==> src/rtl/mem_stage_pkg.sv <==
// Shared control-select definitions for the memory stage: opcodes, funct3
// load/store size encodings, the pipeline NOP, and the FSM state encoding.
package mem_stage_pkg;

  localparam logic [6:0] OPC_LOAD  = 7'b0000011;
  localparam logic [6:0] OPC_STORE = 7'b0100011;

  localparam logic [2:0] F3_B  = 3'b000;
  localparam logic [2:0] F3_H  = 3'b001;
  localparam logic [2:0] F3_W  = 3'b010;
  localparam logic [2:0] F3_BU = 3'b100;
  localparam logic [2:0] F3_HU = 3'b101;

  // addi x0, x0, 0 -- the bubble handed to WB
  localparam logic [31:0] NOP_INST = 32'h0000_0013;

  typedef enum logic {
    ST_IDLE      = 1'b0,
    ST_WAIT_RESP = 1'b1
  } mem_state_e;

endpackage

==> src/rtl/mem_stage_load_extract.sv <==
// Selects the addressed byte/half of a load response word and sign- or
// zero-extends it according to funct3. Purely combinational.
module load_extract
  import mem_stage_pkg::*;
(
  input  logic [31:0] word,
  input  logic [1:0]  offset,
  input  logic [2:0]  funct3,
  output logic [31:0] data
);

  logic [7:0]  byte_sel;
  logic [15:0] half_sel;

  // Lane selection followed by extension
  always_comb begin
    byte_sel = word[7:0];
    case (offset)
      2'd0:    byte_sel = word[7:0];
      2'd1:    byte_sel = word[15:8];
      2'd2:    byte_sel = word[23:16];
      default: byte_sel = word[31:24];
    endcase
    half_sel = offset[1] ? word[31:16] : word[15:0];

    data = word;
    case (funct3)
      F3_B:    data = {{24{byte_sel[7]}}, byte_sel};
      F3_H:    data = {{16{half_sel[15]}}, half_sel};
      F3_BU:   data = {24'd0, byte_sel};
      F3_HU:   data = {16'd0, half_sel};
      default: data = word;
    endcase
  end

endmodule

==> src/rtl/mem_stage.sv <==
// Pipeline memory stage: issues data-memory requests for loads/stores,
// stalls upstream until the access completes, and registers results to WB.
// Handshake: a request transfers on a rising edge where dmem_req_valid and
// dmem_req_ready are both high; once valid is raised the address/data/mask
// stay stable (upstream holds ex_* during stall) until ready is seen.
// A load response is a single-cycle dmem_resp_valid pulse, accepted only
// in WAIT_RESP.
module mem_stage
  import mem_stage_pkg::*;
(
  input  logic        clk,
  input  logic        rst,
  input  logic [31:0] ex_pc,
  input  logic [31:0] ex_alu,
  input  logic [31:0] ex_rd2,
  input  logic [31:0] ex_inst,
  output logic        dmem_req_valid,
  input  logic        dmem_req_ready,
  output logic [31:0] dmem_addr,
  output logic [31:0] dmem_wdata,
  output logic [3:0]  dmem_we,
  input  logic        dmem_resp_valid,
  input  logic [31:0] dmem_resp_data,
  output logic        mem_stall,
  output logic [31:0] mem_pc,
  output logic [31:0] mem_alu,
  output logic [31:0] mem_rdata,
  output logic [31:0] mem_inst,
  output logic        mem_misalign,
  output mem_state_e  dbg_state
);

  mem_state_e  state_q, state_d;
  logic [1:0]  off_q, off_d;
  logic [2:0]  f3_q, f3_d;
  logic [31:0] mem_pc_q, mem_pc_d;
  logic [31:0] mem_alu_q, mem_alu_d;
  logic [31:0] mem_rdata_q, mem_rdata_d;
  logic [31:0] mem_inst_q, mem_inst_d;
  logic        mem_misalign_q, mem_misalign_d;

  logic        is_load, is_store, mem_op, misaligned;
  logic [2:0]  funct3;
  logic [1:0]  addr_lo;
  logic        req_valid, stall;
  logic [3:0]  we_calc;
  logic [31:0] ld_data;

  assign funct3   = ex_inst[14:12];
  assign addr_lo  = ex_alu[1:0];
  assign is_load  = (ex_inst[6:0] == OPC_LOAD);
  assign is_store = (ex_inst[6:0] == OPC_STORE);
  assign mem_op   = is_load | is_store;

  load_extract u_load_extract (
    .word   (dmem_resp_data),
    .offset (off_q),
    .funct3 (f3_q),
    .data   (ld_data)
  );

  // Access decode: alignment check, store lane mask and replicated data
  always_comb begin
    misaligned = 1'b0;
    we_calc    = 4'b1111;
    dmem_wdata = ex_rd2;
    case (funct3[1:0])
      2'b00: begin
        we_calc    = 4'b0001 << addr_lo;
        dmem_wdata = {4{ex_rd2[7:0]}};
      end
      2'b01: begin
        misaligned = addr_lo[0];
        we_calc    = 4'b0011 << {addr_lo[1], 1'b0};
        dmem_wdata = {2{ex_rd2[15:0]}};
      end
      default: begin
        misaligned = (addr_lo != 2'b00);
        we_calc    = 4'b1111;
        dmem_wdata = ex_rd2;
      end
    endcase
  end

  // FSM next-state and output-register next values; bubble by default
  always_comb begin
    state_d        = state_q;
    off_d          = off_q;
    f3_d           = f3_q;
    mem_pc_d       = 32'd0;
    mem_alu_d      = 32'd0;
    mem_rdata_d    = 32'd0;
    mem_inst_d     = NOP_INST;
    mem_misalign_d = 1'b0;
    req_valid      = 1'b0;
    stall          = 1'b0;
    case (state_q)
      ST_IDLE: begin
        if (!mem_op) begin
          mem_pc_d   = ex_pc;
          mem_alu_d  = ex_alu;
          mem_inst_d = ex_inst;
        end else if (misaligned) begin
          // dropped access: retire in one cycle as a flagged NOP
          mem_pc_d       = ex_pc;
          mem_alu_d      = ex_alu;
          mem_misalign_d = 1'b1;
        end else begin
          req_valid = 1'b1;
          if (is_store) begin
            if (dmem_req_ready) begin
              mem_pc_d   = ex_pc;
              mem_alu_d  = ex_alu;
              mem_inst_d = ex_inst;
            end else begin
              stall = 1'b1;
            end
          end else begin
            stall = 1'b1;
            if (dmem_req_ready) begin
              state_d = ST_WAIT_RESP;
              off_d   = addr_lo;
              f3_d    = funct3;
            end
          end
        end
      end
      ST_WAIT_RESP: begin
        if (dmem_resp_valid) begin
          state_d     = ST_IDLE;
          mem_pc_d    = ex_pc;
          mem_alu_d   = ex_alu;
          mem_inst_d  = ex_inst;
          mem_rdata_d = ld_data;
        end else begin
          stall = 1'b1;
        end
      end
      default: state_d = ST_IDLE;
    endcase
  end

  // State and WB output registers
  always_ff @(posedge clk or posedge rst) begin
    if (rst) begin
      state_q        <= ST_IDLE;
      off_q          <= 2'd0;
      f3_q           <= 3'd0;
      mem_pc_q       <= 32'd0;
      mem_alu_q      <= 32'd0;
      mem_rdata_q    <= 32'd0;
      mem_inst_q     <= NOP_INST;
      mem_misalign_q <= 1'b0;
    end else begin
      state_q        <= state_d;
      off_q          <= off_d;
      f3_q           <= f3_d;
      mem_pc_q       <= mem_pc_d;
      mem_alu_q      <= mem_alu_d;
      mem_rdata_q    <= mem_rdata_d;
      mem_inst_q     <= mem_inst_d;
      mem_misalign_q <= mem_misalign_d;
    end
  end

  // Request/stall outputs are forced quiet while reset is asserted
  assign dmem_req_valid = req_valid & ~rst;
  assign mem_stall      = stall & ~rst;
  assign dmem_we        = (req_valid && is_store && !rst) ? we_calc : 4'b0000;
  assign dmem_addr      = {ex_alu[31:2], 2'b00};

  assign mem_pc       = mem_pc_q;
  assign mem_alu      = mem_alu_q;
  assign mem_rdata    = mem_rdata_q;
  assign mem_inst     = mem_inst_q;
  assign mem_misalign = mem_misalign_q;
  assign dbg_state    = state_q;

endmodule

==> config.mk <==
export PLATFORM = sky130hd
export DESIGN_NAME = mem_stage
export DESIGN_NICKNAME = d
export VERILOG_FILES = /design/src/rtl/mem_stage_pkg.sv /design/src/rtl/mem_stage_load_extract.sv /design/src/rtl/mem_stage.sv
export SDC_FILE = /design/constraint.sdc
export NUM_CORES = 1
export LEC_CHECK = 0
export CAP_MARGIN = 20
export CORE_AREA = 2 2 143 145
export DETAILED_ROUTE_END_ITERATION = 8
export DIE_AREA = 0 0 145 147
export PLACE_DENSITY = 0.75
export SYNTH_ARGS = -nofsm -noshare
export SYNTH_HDL_FRONTEND = slang
export SYNTH_SLANG_ARGS = --single-unit
export TNS_END_PERCENT = 30
==> constraint.sdc <==
create_clock -name clk -period 7.7 [get_ports clk]
set_input_delay 0.77 -clock clk [delete_from_list [all_inputs] [get_ports clk]]
set_output_delay 0.77 -clock clk [all_outputs]
set_load 0.02 [all_outputs]
==> impl_metrics.yaml, run 1 <==
sta:
  fin_crit_ns: 4.60
  max_freq_mhz: 217
  worstMarginPinSlew_ns: 0.998
  rsz0062_at_grt: "no"
  setup_viol: 0
  tns_ns: 0
  slew_headroom_pct: 33.2
  hold_viol_final: 0
  timing.final.crit_share_pct: 59.8
  fin_worst_skew_ns: 0.00829
  slew_viol_final: 0
critical_path:
  cp-startpoint: "ex_inst[13]"
  endpoint: "mem_stall"
  rr_startpoint: "off_q[1]"
  required_ns: 6.93
  slowest_stage: "clkdlybuf4s50_1"
  crit_cells: 7
  reg2regPathDepth: 5
  max_stage_delay_ns: 1.13
  crit_chain: "clkdlybuf4s50_1 -> o21ai_0 -> and2_1 -> a31oi_4 -> buf_4 -> nor2_1 -> clkdlybuf4s50_1"
  cp_top_family: "buffers and inverters"
  arrival_ns: 3.83
  critPathBufInv: 3
  cpMostUsedCell: "clkdlybuf4s50_1"
  critPathKind: "in -> out"
  crit_path_end_kind: "output pin"
  crit_path_max_fanout: 65
  r2r_setup_slack_ns: 5.06
  start_kind: "input port"
  timing.rr.end: "mem_rdata[20]"
floorplan:
  core-area_mm2: 0.0198
  rows: 52
  die_h_um: 147
  initial_utilization_pct: 28.5
  die-area_mm2: 0.0213
  die_x_um: 145
  io_pins: 364
logic_synthesis:
  yosysWarningCount: 0
  yosysSeqAreaShare_pct: 59.8
  synth_top_cell_by_area: "dfrtp_1"
  synthMostInstantiatedCell: "dfrtp_1"
  synth_area_leaders: "dfrtp_1 58%, and2_1 11%, buf_4 5.3%"
  yosysTopAreaCellShare_pct: 58.4
  synth_ff_type: "dfrtp_1"
  synthCells: 486
  async_flop_share_pct: 100
  syn-mean-instance-area_um2: 11.6
  syn_area_mm2: 0.00565
  synth_edf_count: 0
  ys_types: 41
  ys_ff_latch: 135
  ys_top_cells_by_count: "132 x dfrtp_1, 95 x and2_1, 40 x buf_4"
place:
  dpl_cell_area_mm2: 0.00925
  portBuffers: 361
  gp_congestion: 0.835
  dpl.hpwl_mm: 14.2
layout:
  finalNetCount: 970
  diodes: 0
  register_area_mm2: 0.00338
  design_area_mm2: 0.00985
  multiInputGateArea_mm2: 0.00180
  drive_above_1_share_pct: 8.91
  areaGrowthSynthToFinish_pct: 74.2
  fillerInstances: 1797
grt:
  overflow: 0
  grt_pass1_vias: 4784
  gr-usage-all-layers_pct: 17.6
  grt_max_degree: 77
  antenna_found_initial: 1
  grt_pass1_wl_mm: 28.5
routing:
  dr.pass1.iters: 4
  detail_route.vias_per_cell: 4.29
  drtIter0Drc: 224
  drtAntennaViolNets: 0
  routedWlPerCell_um: 17.3
  routed_wl_mm: 18.8
  drc: 0
  vias: 4669
clocking:
  cts_buffers: 17
  cts_setup_buffers: 0
  cts.path.max_buffers: 2
  post_cts_resized: 0
  path_clk_slew_ns: 0.06
  cts_tree: "yes"
  cts_hold_buf: 0
  cts_max_level: 4
  cts-root-buf: "clkbuf_16"
  insertion_delay_ns: 0.41
  clock_sinks: 135
pwr:
  power.density_mw_per_mm2: 194
  cellLeakagePower_uw: 0.00412
  ir_drop_v: 0.000142
worst_hold_path:
  worstHoldStart: "f3_q[2]"
  hold_path.class: "reg -> reg"
  holdPathStages: 1
job:
  max_cap_viol_count: 0
status:
  status: "completed"
==> layout by cell type (no fill, tap or decap), drive strengths merged, types with 2 or more instances in the layout <==
| cell type | netlist | routed |
|---|---|---|
| nand2 | 13 | 13 |
| conb | 1 | 2 |
| buf | 45 | 5 |
| mux2 | 22 | 22 |
| a2111oi | 2 | 2 |
| dfrtp | 132 | 132 |
| o21ai | 12 | 12 |
| mux2i | 15 | 15 |
| a21oi | 29 | 29 |
| nand4 | 2 | 2 |
| dfstp | 3 | 3 |
| inv | 20 | 31 |
| clkinv | 1 | 2 |
| nor3b | 7 | 7 |
| and2 | 95 | 95 |
| nor2b | 9 | 9 |
| clkdlybuf4s50 | 0 | 361 |
| nand2b | 6 | 6 |
| nor2 | 15 | 15 |
| clkbuf | 21 | 17 |
| and3 | 2 | 2 |
| and4b | 2 | 2 |
| o221a | 6 | 6 |
| nor3 | 14 | 14 |
| clkinvlp | 0 | 2 |
==> sequential cells by signal (all words and copies together), names as in the netlist <==
name	count
mem_rdata	32
mem_alu	32
off_q	2
mem_misalign	1
mem_pc	32
dbg_state	1
f3_q	3
mem_inst	32
==> through the flow <==
step | setup slack, ns | total power, uW | util, % | hold slack (ns) | cells
3_5_place_dp | 3.07 | 1110 | 46.6 | 0.558 | 1056
5_1_grt | 2.78 | 1990 | 49.6 | 0.587 | 1089
4_1_cts | 3.08 | 1940 | 49.6 | 0.573 | 1088
2_1_floorplan | 2.26 | 912 | - | 0.498 | 487
6_report | 3.10 | 1910 | 49.6 | 0.558 | 1089
3_3_place_gp | 3.12 | 1100 | 46.6 | 0.552 | 1056
==> power breakdown <==
group	internal, uW	switching (uW)	total [uW]	leakage, uW
logic	186	155	341	0.00217
clock network	464	361	825	0.000288
registers	738	11.1	749	0.00166
total	1390	527	1910	0.00412
==> how the worst min path moves through the flow <==
stage	endpoint
global route	f3_q[2]
floorplan	f3_q[2]
finish	f3_q[2]
CTS	f3_q[2]
detailed placement	f3_q[2]
global placement	f3_q[2]
==> logic make-up after synthesis <==
logic type | after synthesis | synth area share (%)
flip-flops | 135 | 59.8
other | 1 | 0.0663
AO/OA/AOI/OAI | 55 | 6.04
AND/OR/NAND/NOR | 170 | 17.9
multiplexers | 38 | 7.44
buffers and inverters | 87 | 8.74
==> layout make-up <==
cell class	instances	area share (%)
Clock buffer	17	4.32
Clock inverter	15	1.73
Inverter	21	0.851
Multi-Input combinational cell	265	18.3
Sequential cell	135	34.3
Tap cell	270	3.43
Timing Repair Buffer	366	37.1
==> metal layers <==
metal | vias up | global-route usage, % | routed length, um
met1 | 2225 | 22.4 | 7880
met5 | - | 0 | 0
met4 | 0 | 5.94 | 281
met3 | 15 | 4.35 | 1240
met2 | 234 | 29.6 | 9440
li1 | 2195 | - | -
Power figures use the tool's default switching activity.
==> run 2: changes to the inputs <==
- CORE_AREA: 2 2 143 145 -> 2 2 142 144
- DIE_AREA: 0 0 145 147 -> 0 0 144 146
- PLACE_DENSITY: 0.75 -> 0.78
- clock period: 7.7 -> 4.2 ns (I/O delays scaled with it)
==> run 2 against run 1 <==
Sequential cell count unchanged. Via count down 0.15%. Non-clock buffer count up 5. Global-route usage is 0.20 points higher. Worst hold slack got worse by 0.0098 ns. Clock power grew 81%. Combinational power rose by 84%. Cell count stayed put. Sequential share of layout area decreased by 0.11 points. Register-to-register slack lost 3.3 ns. Design area up 0.33%. Clock skew up 0.0076 ns. Critical endpoint is now dmem_we[0]. Largest power group unchanged.
==> impl_metrics.yaml, run 2 (synthesis gave the netlist of run 1 again) <==
critical_path:
  crit_path_max_fanout: 5
  slowest_stage: "clkdlybuf4s50_1"
  required_ns: 3.78
  arrival_ns: 2.87
  start_kind: "input port"
  max_stage_delay_ns: 0.63
  crit_path_end_kind: "output pin"
  cpMostUsedCell: "clkdlybuf4s50_1"
  critPathKind: "in -> out"
  crit_chain: "clkdlybuf4s50_1 -> or4_4 -> nor3_4 -> buf_4 -> nand4_1 -> a21oi_1 -> clkdlybuf4s50_1"
grt:
  grt_max_degree: 74
  overflow: 0
  grt_pass1_wl_mm: 28.4
  grt_pass1_vias: 5047
  gr-usage-all-layers_pct: 17.8
  antenna_found_initial: 0
place:
  portBuffers: 361
  dpl_cell_area_mm2: 0.00928
  dpl.hpwl_mm: 14.8
  pre_cts_slack_ns: 0.893
  gp_congestion: 0.810
layout:
  areaGrowthSynthToFinish_pct: 74.8
  fillerInstances: 1721
  final_cell_mix: "361 x clkdlybuf4s50_1, 132 x dfrtp_1, 95 x and2_1"
  drive_above_1_share_pct: 9.47
  finalNetCount: 975
  diodes: 0
  design_area_mm2: 0.00988
  final_common_cell: "clkdlybuf4s50_1"
  fin_util_pct: 51.1
job:
  max_cap_viol_count: 0
sta:
  fin_worst_skew_ns: 0.0159
  tns_ns: 0
  slew_headroom_pct: 36.3
  worstMarginPinSlew_ns: 0.954
  max_freq_mhz: 304
  slew_viol_final: 0
  fin_ws_ns: 0.910
  rsz0062_at_grt: "no"
  timing.final.crit_share_pct: 78.3
  setup_viol: 0
  fin_crit_ns: 3.29
  hold_viol_final: 0
clocking:
  cts_hold_buf: 0
  insertion_delay_ns: 0.42
  post_cts_resized: 0
  cts-root-buf: "clkbuf_16"
  cts.path.max_buffers: 2
  cts_setup_buffers: 0
  cts_max_level: 4
  cts_buffers: 17
  cts_tree: "yes"
  clock_sinks: 135
  path_clk_slew_ns: 0.06
routing:
  detail_route.vias_per_cell: 4.28
  dr.pass1.iters: 6
  drc: 0
  drtIter0Drc: 214
  vias: 4662
  routed_wl_mm: 18.8
  routedWlPerCell_um: 17.3
  drtAntennaViolNets: 0
pwr:
  cellLeakagePower_uw: 0.00414
  ir_drop_v: 0.000239
  power_uw: 3490
  power.density_mw_per_mm2: 354
floorplan:
  initial_utilization_pct: 29.2
  rows: 51
  die_h_um: 146
  die-area_mm2: 0.0210
  die_x_um: 144
  io_pins: 364
  core-area_mm2: 0.0193
status:
  status: "completed"
worst_hold_path:
  hold_path.class: "reg -> reg"
## run 2: cell types whose count changed in the layout (fill, tap and decap cells not counted)
cell        change
clkbuf_8        +1
inv_6           -2
inv_8           -1
clkinv_4        +1
buf_4           +5
clkinvlp_4      +1
## run 2: layout make-up
| type | instances | area (um^2) | share of cell area, % |
|---|---|---|---|
| clock buffers | 18 | 439 | 4.44 |
| clock inverters | 14 | 159 | 1.61 |
| inverters | 21 | 82.6 | 0.836 |
| multi-input cells | 265 | 1800 | 18.2 |
| flip-flops and latches | 135 | 3380 | 34.2 |
| well taps | 265 | 332 | 3.36 |
| repair buffers | 371 | 3690 | 37.3 |
## run 2: worst max-delay path: cells and delay by family
family                 cells  cell delay [ns]
and+or+nand+nor            3             0.99
AOI/OAI and AO/OA          1             0.22
buffers and inverters      3             1.24
## run 2: worst paths after layout
check	depth (start not counted)	startpoint	slack, ns	endpoint
worst max register to register	5	off_q[1]	1.80	mem_rdata[29]
min in group asynchronous	3	rst	0.56	mem_alu[4]
worst min register to register	1	f3_q[2]	0.55	f3_q[2]
worst max-delay path	7	ex_inst[2]	0.91	dmem_we[0]
max in group asynchronous	4	rst	2.45	mem_alu[31]
worst min-delay path	1	f3_q[2]	0.55	f3_q[2]
## run 2: per-layer routing
metal	routed length, um	up-vias	global-route usage (%)
met4	225	0	4.95
met3	1370	14	4.64
li1	-	2212	-
met1	7550	2205	21.3
met5	0	-	0
met2	9660	231	31.5
## run 2: stage by stage
| step | hold WS [ns] | std cells |
|---|---|---|
| after global placement | 0.526 | 1057 |
| after detailed placement | 0.538 | 1057 |
| final | 0.548 | 1089 |
| after CTS | 0.527 | 1089 |
| after floorplan | 0.498 | 487 |
| after global routing | 0.536 | 1089 |
## run 2: power breakdown
part	internal (uW)	switching (uW)	leakage, uW
clock	862	629	0.000289
sequential	1350	22.2	0.00166
combinational	343	285	0.00219
